### config.mk
export PLATFORM = sky130hd
export DESIGN_NAME = prog_loader
export DESIGN_NICKNAME = d
export VERILOG_FILES = /design/src/rtl/prog_loader_pkg.sv /design/src/rtl/prog_loader_packer.sv /design/src/rtl/prog_loader.sv
export SDC_FILE = /design/constraint.sdc
export NUM_CORES = 1
export LEC_CHECK = 0
export CAP_MARGIN = 25
export CORE_MARGIN = 2
export CORE_UTILIZATION = 32
export DETAILED_ROUTE_END_ITERATION = 10
export HOLD_SLACK_MARGIN = 0.03
export PLACE_DENSITY = 0.57
export SLEW_MARGIN = 0
export SYNTH_ARGS = -nofsm -noshare
export SYNTH_HDL_FRONTEND = slang
export SYNTH_SLANG_ARGS = --single-unit
### constraint.sdc
create_clock -name reloj -period 2.2 [get_ports reloj]
set_input_delay 0.22 -clock reloj [delete_from_list [all_inputs] [get_ports reloj]]
set_output_delay 0.22 -clock reloj [all_outputs]
set_load 0.02 [all_outputs]
### src/rtl/prog_loader_pkg.sv
// -----------------------------------------------------------------------------
// prog_loader_pkg
//   Shared definitions for the program loader: FSM state encoding and the
//   byte-framing constants of the load protocol.
//   Optional feature macro: LOADER_CHECKSUM_EN (adds the CHK state).
// -----------------------------------------------------------------------------
package prog_loader_pkg;

  // Load protocol framing
  localparam int LEN_BYTES      = 2;  // word-count header, MSB first
  localparam int BYTES_PER_WORD = 4;  // big-endian packing into 32-bit words

  // FSM state encoding (3 bits)
  localparam logic [2:0] ST_IDLE   = 3'd0;
  localparam logic [2:0] ST_LEN_HI = 3'd1;
  localparam logic [2:0] ST_LEN_LO = 3'd2;
  localparam logic [2:0] ST_DATA   = 3'd3;
  localparam logic [2:0] ST_WRITE  = 3'd4;
  localparam logic [2:0] ST_CHK    = 3'd5;
  localparam logic [2:0] ST_DONE   = 3'd6;
  localparam logic [2:0] ST_ERROR  = 3'd7;

  typedef enum logic [2:0] {
    IDLE   = ST_IDLE,
    LEN_HI = ST_LEN_HI,
    LEN_LO = ST_LEN_LO,
    DATA   = ST_DATA,
    WRITE  = ST_WRITE,
    DONE   = ST_DONE,
    ERROR  = ST_ERROR
`ifdef LOADER_CHECKSUM_EN
    , CHK  = ST_CHK
`endif
  } state_t;

endpackage

### src/rtl/prog_loader_packer.sv
// -----------------------------------------------------------------------------
// byte_packer
//   Packs accepted bytes big-endian into a 32-bit word: the first byte of a
//   word ends up in bits 31:24. A 2-bit counter tracks the byte position.
//   Ports:
//     reloj, resetM  clock / async active-low reset
//     shift_en       a byte is accepted this cycle
//     clear          restart the byte counter and drop word_full
//     byte_in        incoming byte
//     word           packed word (held stable until the next shift)
//     last_byte      the next accepted byte completes the word
//     word_full      high for the cycle after the 4th byte of a word
// -----------------------------------------------------------------------------
module byte_packer
  import prog_loader_pkg::*;
(
  input  logic        reloj,
  input  logic        resetM,
  input  logic        shift_en,
  input  logic        clear,
  input  logic [7:0]  byte_in,
  output logic [31:0] word,
  output logic        last_byte,
  output logic        word_full
);

  localparam int CNT_W = $clog2(BYTES_PER_WORD);
  localparam logic [CNT_W-1:0] LAST_IDX = CNT_W'(BYTES_PER_WORD - 1);

  logic [CNT_W-1:0] cnt;

  assign last_byte = (cnt == LAST_IDX);

  // NOTE: sequential state uses non-blocking assignments so every register
  // samples pre-edge values regardless of statement order.
  always_ff @(posedge reloj or negedge resetM) begin
    if (!resetM) begin
      word      <= '0;
      cnt       <= '0;
      word_full <= 1'b0;
    end else if (clear) begin
      cnt       <= '0;
      word_full <= 1'b0;
    end else if (shift_en) begin
      // Shifting left leaves byte 0 of the word in the top lane after 4 bytes.
      word <= {word[23:0], byte_in};
      cnt  <= cnt + 1'b1;  // wraps to 0 after the last byte
      if (last_byte) word_full <= 1'b1;
    end
  end

endmodule

### src/rtl/prog_loader.sv
// -----------------------------------------------------------------------------
// prog_loader
//   Loads a program image from a byte stream into the instruction memory and
//   holds the core in reset until a complete, valid image is in place.
//   Stream: 16-bit word count N (MSB first), then 4*N data bytes packed
//   big-endian, then (LOADER_CHECKSUM_EN only) one XOR checksum byte.
//   Optional feature macro: LOADER_CHECKSUM_EN.
//   Ports:
//     reloj, resetM        clock / async active-low reset
//     start                one-cycle pulse, begins a session when not busy
//     rx_data/rx_valid     byte stream in; transfer on rx_valid && rx_ready
//     rx_ready             loader accepts a byte
//     im_we/im_addr/im_data instruction-memory write port, one strobe per word
//     cpu_resetM           core reset, released only in DONE
//     busy/done/error      session status
//     words_loaded         words written in the current session
// -----------------------------------------------------------------------------
module prog_loader
  import prog_loader_pkg::*;
#(
  parameter int ADDR_W    = 7,
  parameter int MAX_WORDS = 128
) (
  input  logic              reloj,
  input  logic              resetM,
  input  logic              start,
  input  logic [7:0]        rx_data,
  input  logic              rx_valid,
  output logic              rx_ready,
  output logic              im_we,
  output logic [ADDR_W-1:0] im_addr,
  output logic [31:0]       im_data,
  output logic              cpu_resetM,
  output logic              busy,
  output logic              done,
  output logic              error,
  output logic [ADDR_W:0]   words_loaded
);

  localparam int LEN_W = LEN_BYTES * 8;

  state_t           state, state_nx;
  logic [LEN_W-1:0] len_q;
  logic [LEN_W-1:0] len_full;
  logic             len_ok;
  logic             last_word;
  logic [ADDR_W:0]  wl_q;
  logic             xfer;
  logic             restart;
  logic             last_byte;
  logic             word_full;
`ifdef LOADER_CHECKSUM_EN
  logic [7:0]       xor_q;
`endif

  assign xfer    = rx_valid && rx_ready;
  // A new session may only begin from a resting state; start is ignored while busy.
  assign restart = start && (state == IDLE || state == DONE || state == ERROR);

  // Complete count as it will look once the LEN_LO byte lands.
  assign len_full  = {len_q[LEN_W-9:0], rx_data};
  assign len_ok    = (len_full != '0) && (len_full <= LEN_W'(MAX_WORDS));
  // Evaluated in WRITE, before words_loaded takes its increment.
  assign last_word = ((LEN_W'(wl_q) + LEN_W'(1)) == len_q);

  byte_packer u_packer (
    .reloj     (reloj),
    .resetM    (resetM),
    .shift_en  (xfer && state == DATA),
    .clear     (state == WRITE || restart),
    .byte_in   (rx_data),
    .word      (im_data),
    .last_byte (last_byte),
    .word_full (word_full)
  );

  // word_full is set by the 4th byte and cleared by WRITE, so it spans
  // exactly the WRITE cycle.
  assign im_we        = word_full;
  assign im_addr      = wl_q[ADDR_W-1:0];
  assign words_loaded = wl_q;

  always_ff @(posedge reloj or negedge resetM) begin
    if (!resetM) begin
      state <= IDLE;
      len_q <= '0;
      wl_q  <= '0;
    end else begin
      state <= state_nx;
      if (xfer && (state == LEN_HI || state == LEN_LO))
        len_q <= len_full;
      if (restart)
        wl_q <= '0;
      else if (state == WRITE)
        wl_q <= wl_q + 1'b1;
    end
  end

`ifdef LOADER_CHECKSUM_EN
  always_ff @(posedge reloj or negedge resetM) begin
    if (!resetM)
      xor_q <= '0;
    else if (restart)
      xor_q <= '0;
    else if (xfer && state == DATA)
      xor_q <= xor_q ^ rx_data;
  end
`endif

  // NOTE: every output of this block gets a default first, so no path can
  // leave a signal unassigned and infer a latch.
  always_comb begin
    state_nx   = state;
    rx_ready   = 1'b0;
    busy       = 1'b0;
    done       = 1'b0;
    error      = 1'b0;
    cpu_resetM = 1'b0;
    case (state)
      IDLE: begin
        if (start) state_nx = LEN_HI;
      end
      LEN_HI: begin
        rx_ready = 1'b1;
        busy     = 1'b1;
        if (rx_valid) state_nx = LEN_LO;
      end
      LEN_LO: begin
        rx_ready = 1'b1;
        busy     = 1'b1;
        if (rx_valid) state_nx = len_ok ? DATA : ERROR;
      end
      DATA: begin
        rx_ready = 1'b1;
        busy     = 1'b1;
        if (rx_valid && last_byte) state_nx = WRITE;
      end
      WRITE: begin
        busy = 1'b1;
`ifdef LOADER_CHECKSUM_EN
        state_nx = last_word ? CHK : DATA;
`else
        state_nx = last_word ? DONE : DATA;
`endif
      end
`ifdef LOADER_CHECKSUM_EN
      CHK: begin
        rx_ready = 1'b1;
        busy     = 1'b1;
        if (rx_valid) state_nx = (rx_data == xor_q) ? DONE : ERROR;
      end
`endif
      DONE: begin
        done       = 1'b1;
        cpu_resetM = 1'b1;
        if (start) state_nx = LEN_HI;
      end
      ERROR: begin
        error = 1'b1;
        if (start) state_nx = LEN_HI;
      end
      default: state_nx = IDLE;
    endcase
  end

endmodule
**Yosys cells after proc, flatten, opt, wreduce, memory -nomap -nowiden**

Cells that the tools add are included.

- Register bits: 62
- Bits in latches: 0
- RAM bits: 0
- ROM bits: 0
- Memories kept: 0

- Add/subtract/negate cells: 3
- Multipliers: 0
- Div/mod/pow operators: 0
- $lt $le $gt $ge: 1
- Equality and inequality tests: 12
- Shift operators: 0
- Muxes and demuxes: 18
- Bitwise logic cells: 1
- Reduce and logical (&&, ||, !) cells: 21

Operators with widths:

| kind | count |
|---|---|
| two-way mux 3 bit | 6 |
| == test 9 x 16 -> 1 bit | 1 |
| less-or-equal comparator 16 x 8 -> 1 bit, second input constant | 1 |
| two-way mux 8 bit | 2 |
| nonzero test 16 bit | 1 |
| case mux 3 bit (5 select lines) | 1 |
| adder 8 x 1 -> 9 bit, second input constant | 1 |
| == test 3 bit, second input constant | 3 |
| adder 8 x 1 -> 8 bit, second input constant | 1 |
| two-way mux 1 bit | 7 |
| == test 3 x 2 -> 1 bit, second input constant | 2 |
| logical AND 1 bit | 6 |
| nonzero test 2 bit | 3 |
| OR reduction 3 bit | 2 |
| logical OR 1 bit | 4 |
| two-way mux 2 bit | 2 |
| inequality test 2 x 1 -> 1 bit, second input constant | 2 |
| inequality test 2 bit, second input constant | 2 |
| AND reduction 2 bit | 2 |
| AND reduction 4 bit | 1 |
| OR reduction 4 bit | 1 |
| == test 3 x 1 -> 1 bit, second input constant | 1 |
| logical NOT 3 bit | 1 |
| adder 2 x 1 -> 2 bit, second input constant | 1 |
| other kinds (2) | 2 |

**Depth between registers and ports, before layout**

- Depth in word-level cells: 7
- Depth in mapped cells: 7
- Mapped depth without buffers: 6

**Modules after synthesis**

A second synthesis with hierarchy kept.

- Cell total of the unflattened synthesis: 288
- Area, all modules: 3186.8 µm²

Modules (own cells, without submodules):

| module | times used | cells each | area each (µm²) | sequential area each (µm²) |
|---|---|---|---|---|
| prog_loader | 1 | 209 | 1705.4 | 675.6 |
| byte_packer | 1 | 79 | 1481.4 | 875.8 |

**Worst setup path after synthesis**

Ideal clock, no wire load.

- Kind: reg-to-reg
- Start point: register wl_q[0] (netlist: words_loaded[0])
- End point: register state[0]
- Setup time: 0.120 ns
- Data arrival time: 1.764 ns
- Path slack: 0.316 ns
- Stages on the path, launching flop included: 7
- Path buffers: 0
- Clock period less this slack: 1.884 ns
- Cells stage by stage: dfrtp_1 -> ha_1 -> xnor2_1 -> nand4_1 -> nor4b_2 -> o2111ai_1 -> a31o_1

- Longest elaborated chain between the ends: 4

Ends and longest elaborated chain:

| item | line | source |
|---|---|---|
| start, declared | prog_loader.sv:47 | `logic [ADDR_W:0] wl_q;` |
| start signal, assigned | prog_loader.sv:95 | `wl_q <= wl_q + 1'b1;` |
| adder 8 x 1 -> 9 bit | prog_loader.sv:64 | `assign last_word = ((LEN_W'(wl_q) + LEN_W'(1)) == len_q);` |
| == test 9 x 16 -> 1 bit | prog_loader.sv:64 |  |
| two-way mux 3 bit | prog_loader.sv:143 | `state_nx = last_word ? DONE : DATA;` |
| case mux 3 bit (5 select lines) | prog_loader.sv:119 | `case (state)` |
| end signal, assigned | prog_loader.sv:89 | `state <= state_nx;` |
| end, declared | prog_loader.sv:42 | `state_t state, state_nx;` |

No other way between the ends.
A chain may end at the register's enable or synchronous reset.

**Final worst setup path**

- Start point: register state[0]
- End point: output port cpu_resetM

- Longest elaborated chain between the ends: 2

Ends and longest elaborated chain:

| item | line | source |
|---|---|---|
| == test 3 bit | prog_loader.sv:119 |  |
| two-way mux 1 bit | prog_loader.sv:119 |  |
| end, declared | prog_loader.sv:33 | `output logic cpu_resetM,` |

No other way between the ends.

==> metrics.csv <==
metric,value,unit
clk slew on worst S/H paths,0.08,ns
"Clk Latency, worst-skew pair",0.34,ns
post-synth top area cell,dfrtp_1,
met2 WL,2.997,mm
fin crit period,2.123,ns
Syn Inst Count,245,
vias in the first global route,1963,
die height,100.4,um
share of layout cells above drive strength 1,27.04,%
top layer in use,met4,
crit path from,state[0],
first-pass iteration count of the detailed router,4,
Buffers on Ports,64,
P&R area growth vs syn,32.93,%
worst-case clock buffer depth,2,
type of the tightest min-delay check,primary input to asynchronous set/reset pin,
CTS root buf,clkbuf_8,
final HPWL from detailed placement,4.428,mm
Top Ports,65,
routed len/inst,14.88,um
diode count,0,
Synth Area in Simple Gates,11.06,%
Max-Cap Viols,0,
"Critical Path, Cell by Cell",buf_4 > nor3_1 > clkdlybuf4s50_1,
Post-Syn Nets,259,
Synth area leaders,"dfrtp_1, mux2_2, buf_4",
CTS tree,built,
Synth Area per Inst,12.14,um2
fin crit share,96.48,%
Non-Filler Instances,429,
post-synthesis mux area share,18.88,%
GP Congestion,0.8174,
Tot GR Track Use,13.19,%
"Slew Viols, Final",0,
Achievable Freq,471.1,MHz
fillers,889,
Vias,2108,
power density cells,1547,nW/um2
yosys warns,0,
total power,6118,uW
Lkg Pwr,0.001639,uW
Final ANT Viol Nets,0,
Fin. Hold Viols,0,
Synth Flop Type,dfrtp_1,
vias per inst,4.914,
pin count of the biggest net entering global routing,63,
fraction of registers with async set/reset,100.0,%
Reg-to-Reg Start,words_loaded[1],
Slew @ Worst Pin,0.5290,ns
global-route wire length before repair,10.24,mm
top-count cell post-synth,dfrtp_1,
kind of start point of the critical path,flop,
Site Rows,35,
slowest CP cell,clkdlybuf4s50_1,
Crit path largest cell delay,0.66,ns
post-synthesis compound-gate area fraction,7.233,%
status,"complete, no violations",
Final Net Count,327,
register bit total from synthesis,62,
Initial Util,32.66,%
Yosys cell types,44,
Sink Count,62,
Post-Place Cells,407,
Fin Clk Skew,0.007399,ns
WHS,0.4119,ns
CP Capture Type,output pin,
largest family of logic cells by synthesized area,multiplexers,
Post-synth EDFFs,0,
Util after Layout,43.42,%
slew margin rel.,64.35,%
Die Area,10090,um2
Max rail drop VDD,706.0,uV
"top cells by count, synth","dfrtp_1, mux2_2, nand2_1, o21ai_0, buf_4",
kind of critical path,flop to output pin,
DRC violation total after the first TritonRoute iteration,42,
CTS Buf Count,9,
M1 WL,2.994,mm
DRC Markers,0,
H-tree depth,3,
met3 WL,334,um
initial antenna violation count,0,
final setup violating endpoints,0,
worst path required time,1.98,ns
"Seq/Total Area, Yosys",52.14,%
WL final,6.385,mm
Synth top area share,52.14,%
total gr overflow,0,
adder-cell share of the synthesized area,0.8410,%
Crit Path Max Fanout,9,
WP data arrival,1.90,ns
area of the mapped netlist,2975,um2
XOR/XNOR Fraction of Synth Area,4.584,%
Die W,100.4,um
dpl ws,0.1762,ns
Floorplan Core Area,9109,um2
fin worst setup slack,0.07733,ns
==> logic make-up after synthesis <==
family	Yosys count
adder cells (fa/ha/maj)	2
AND/OR/NAND/NOR	59
multiplexers	50
flip-flops	62
XOR/XNOR	14
buffers and inverters	27
AO/OA/AOI/OAI	31
==> power breakdown <==
| group | switching, uW | internal (uW) |
|---|---|---|
| clock | 491 | 538 |
| sequential | 502 | 1670 |
| combinational | 1370 | 1550 |
| total | 2360 | 3760 |
==> flip-flops by register name, summed over array words and instances, names as in the netlist <==
signal	count
u_packer.word_full	1
words_loaded	8
len_q	16
u_packer.cnt	2
u_packer.word	32
state	3
==> per-stage QoR <==
stage,instance area [um2],TNS [ns]
2_1_floorplan,2975,0
3_3_place_gp,3697,0
3_5_place_dp,3697,0
4_1_cts,3918,0
5_1_grt,3955,-0.008605
6_report,3955,0
==> what timing repair did <==
action                                  4_1_cts  5_1_grt
setup buffers                                 0        5
endpoints found under the setup margin        2        1
resized for setup                             2        0
hold buffers                                  1        0
endpoints found under the hold margin        62        0
==> placed cells by master (no fill, tap or decap), drive strengths merged, types with 8 or more instances in the layout <==
master and n:
dfrtp 62, nor3 8, clkbuf 9, mux2 49
clkdlybuf4s50 63, buf 13, o21ai 13, nor2 10
nand2 18, inv 9
==> metal layers <==
layer	track usage (%)	up-vias
met5	0	-
met4	4.110	0
met3	5.014	6
met2	19.77	53
met1	17.68	1042
li1	-	1007
==> worst max-delay path, delay by kind of cell, from the launching register on <==
| kind | cells | cell delay (ns) |
|---|---|---|
| buffers and inverters | 2 | 0.83 |
| DFF | 1 | 0.47 |
| and+or+nand+nor | 1 | 0.26 |
==> final timing paths <==
check / end / slack (ns) / cells after the start
worst min register to register: u_packer.word_full / 0.49 / 2
max in group asynchronous: state[0] / 1.49 / 3
worst max-delay path: cpu_resetM / 0.08 / 3
min in group reloj: u_packer.word_full / 0.49 / 2
worst max register to register: state[0] / 0.29 / 6
worst min-delay path: u_packer.word[27] / 0.41 / 3
==> area by class of cell <==
| cell class | instances | area (um2) | area share (%) |
|---|---|---|---|
| flip-flops and latches | 62 | 1553 | 39.26 |
| multi-input cells | 156 | 1270 | 32.11 |
| repair buffers | 77 | 760.7 | 19.23 |
| well taps | 111 | 138.9 | 3.512 |
| clock buffers | 9 | 123.9 | 3.132 |
| clock inverters | 7 | 82.58 | 2.088 |
| inverters | 7 | 26.28 | 0.6643 |
No activity file was read; power rests on OpenSTA's default activity.
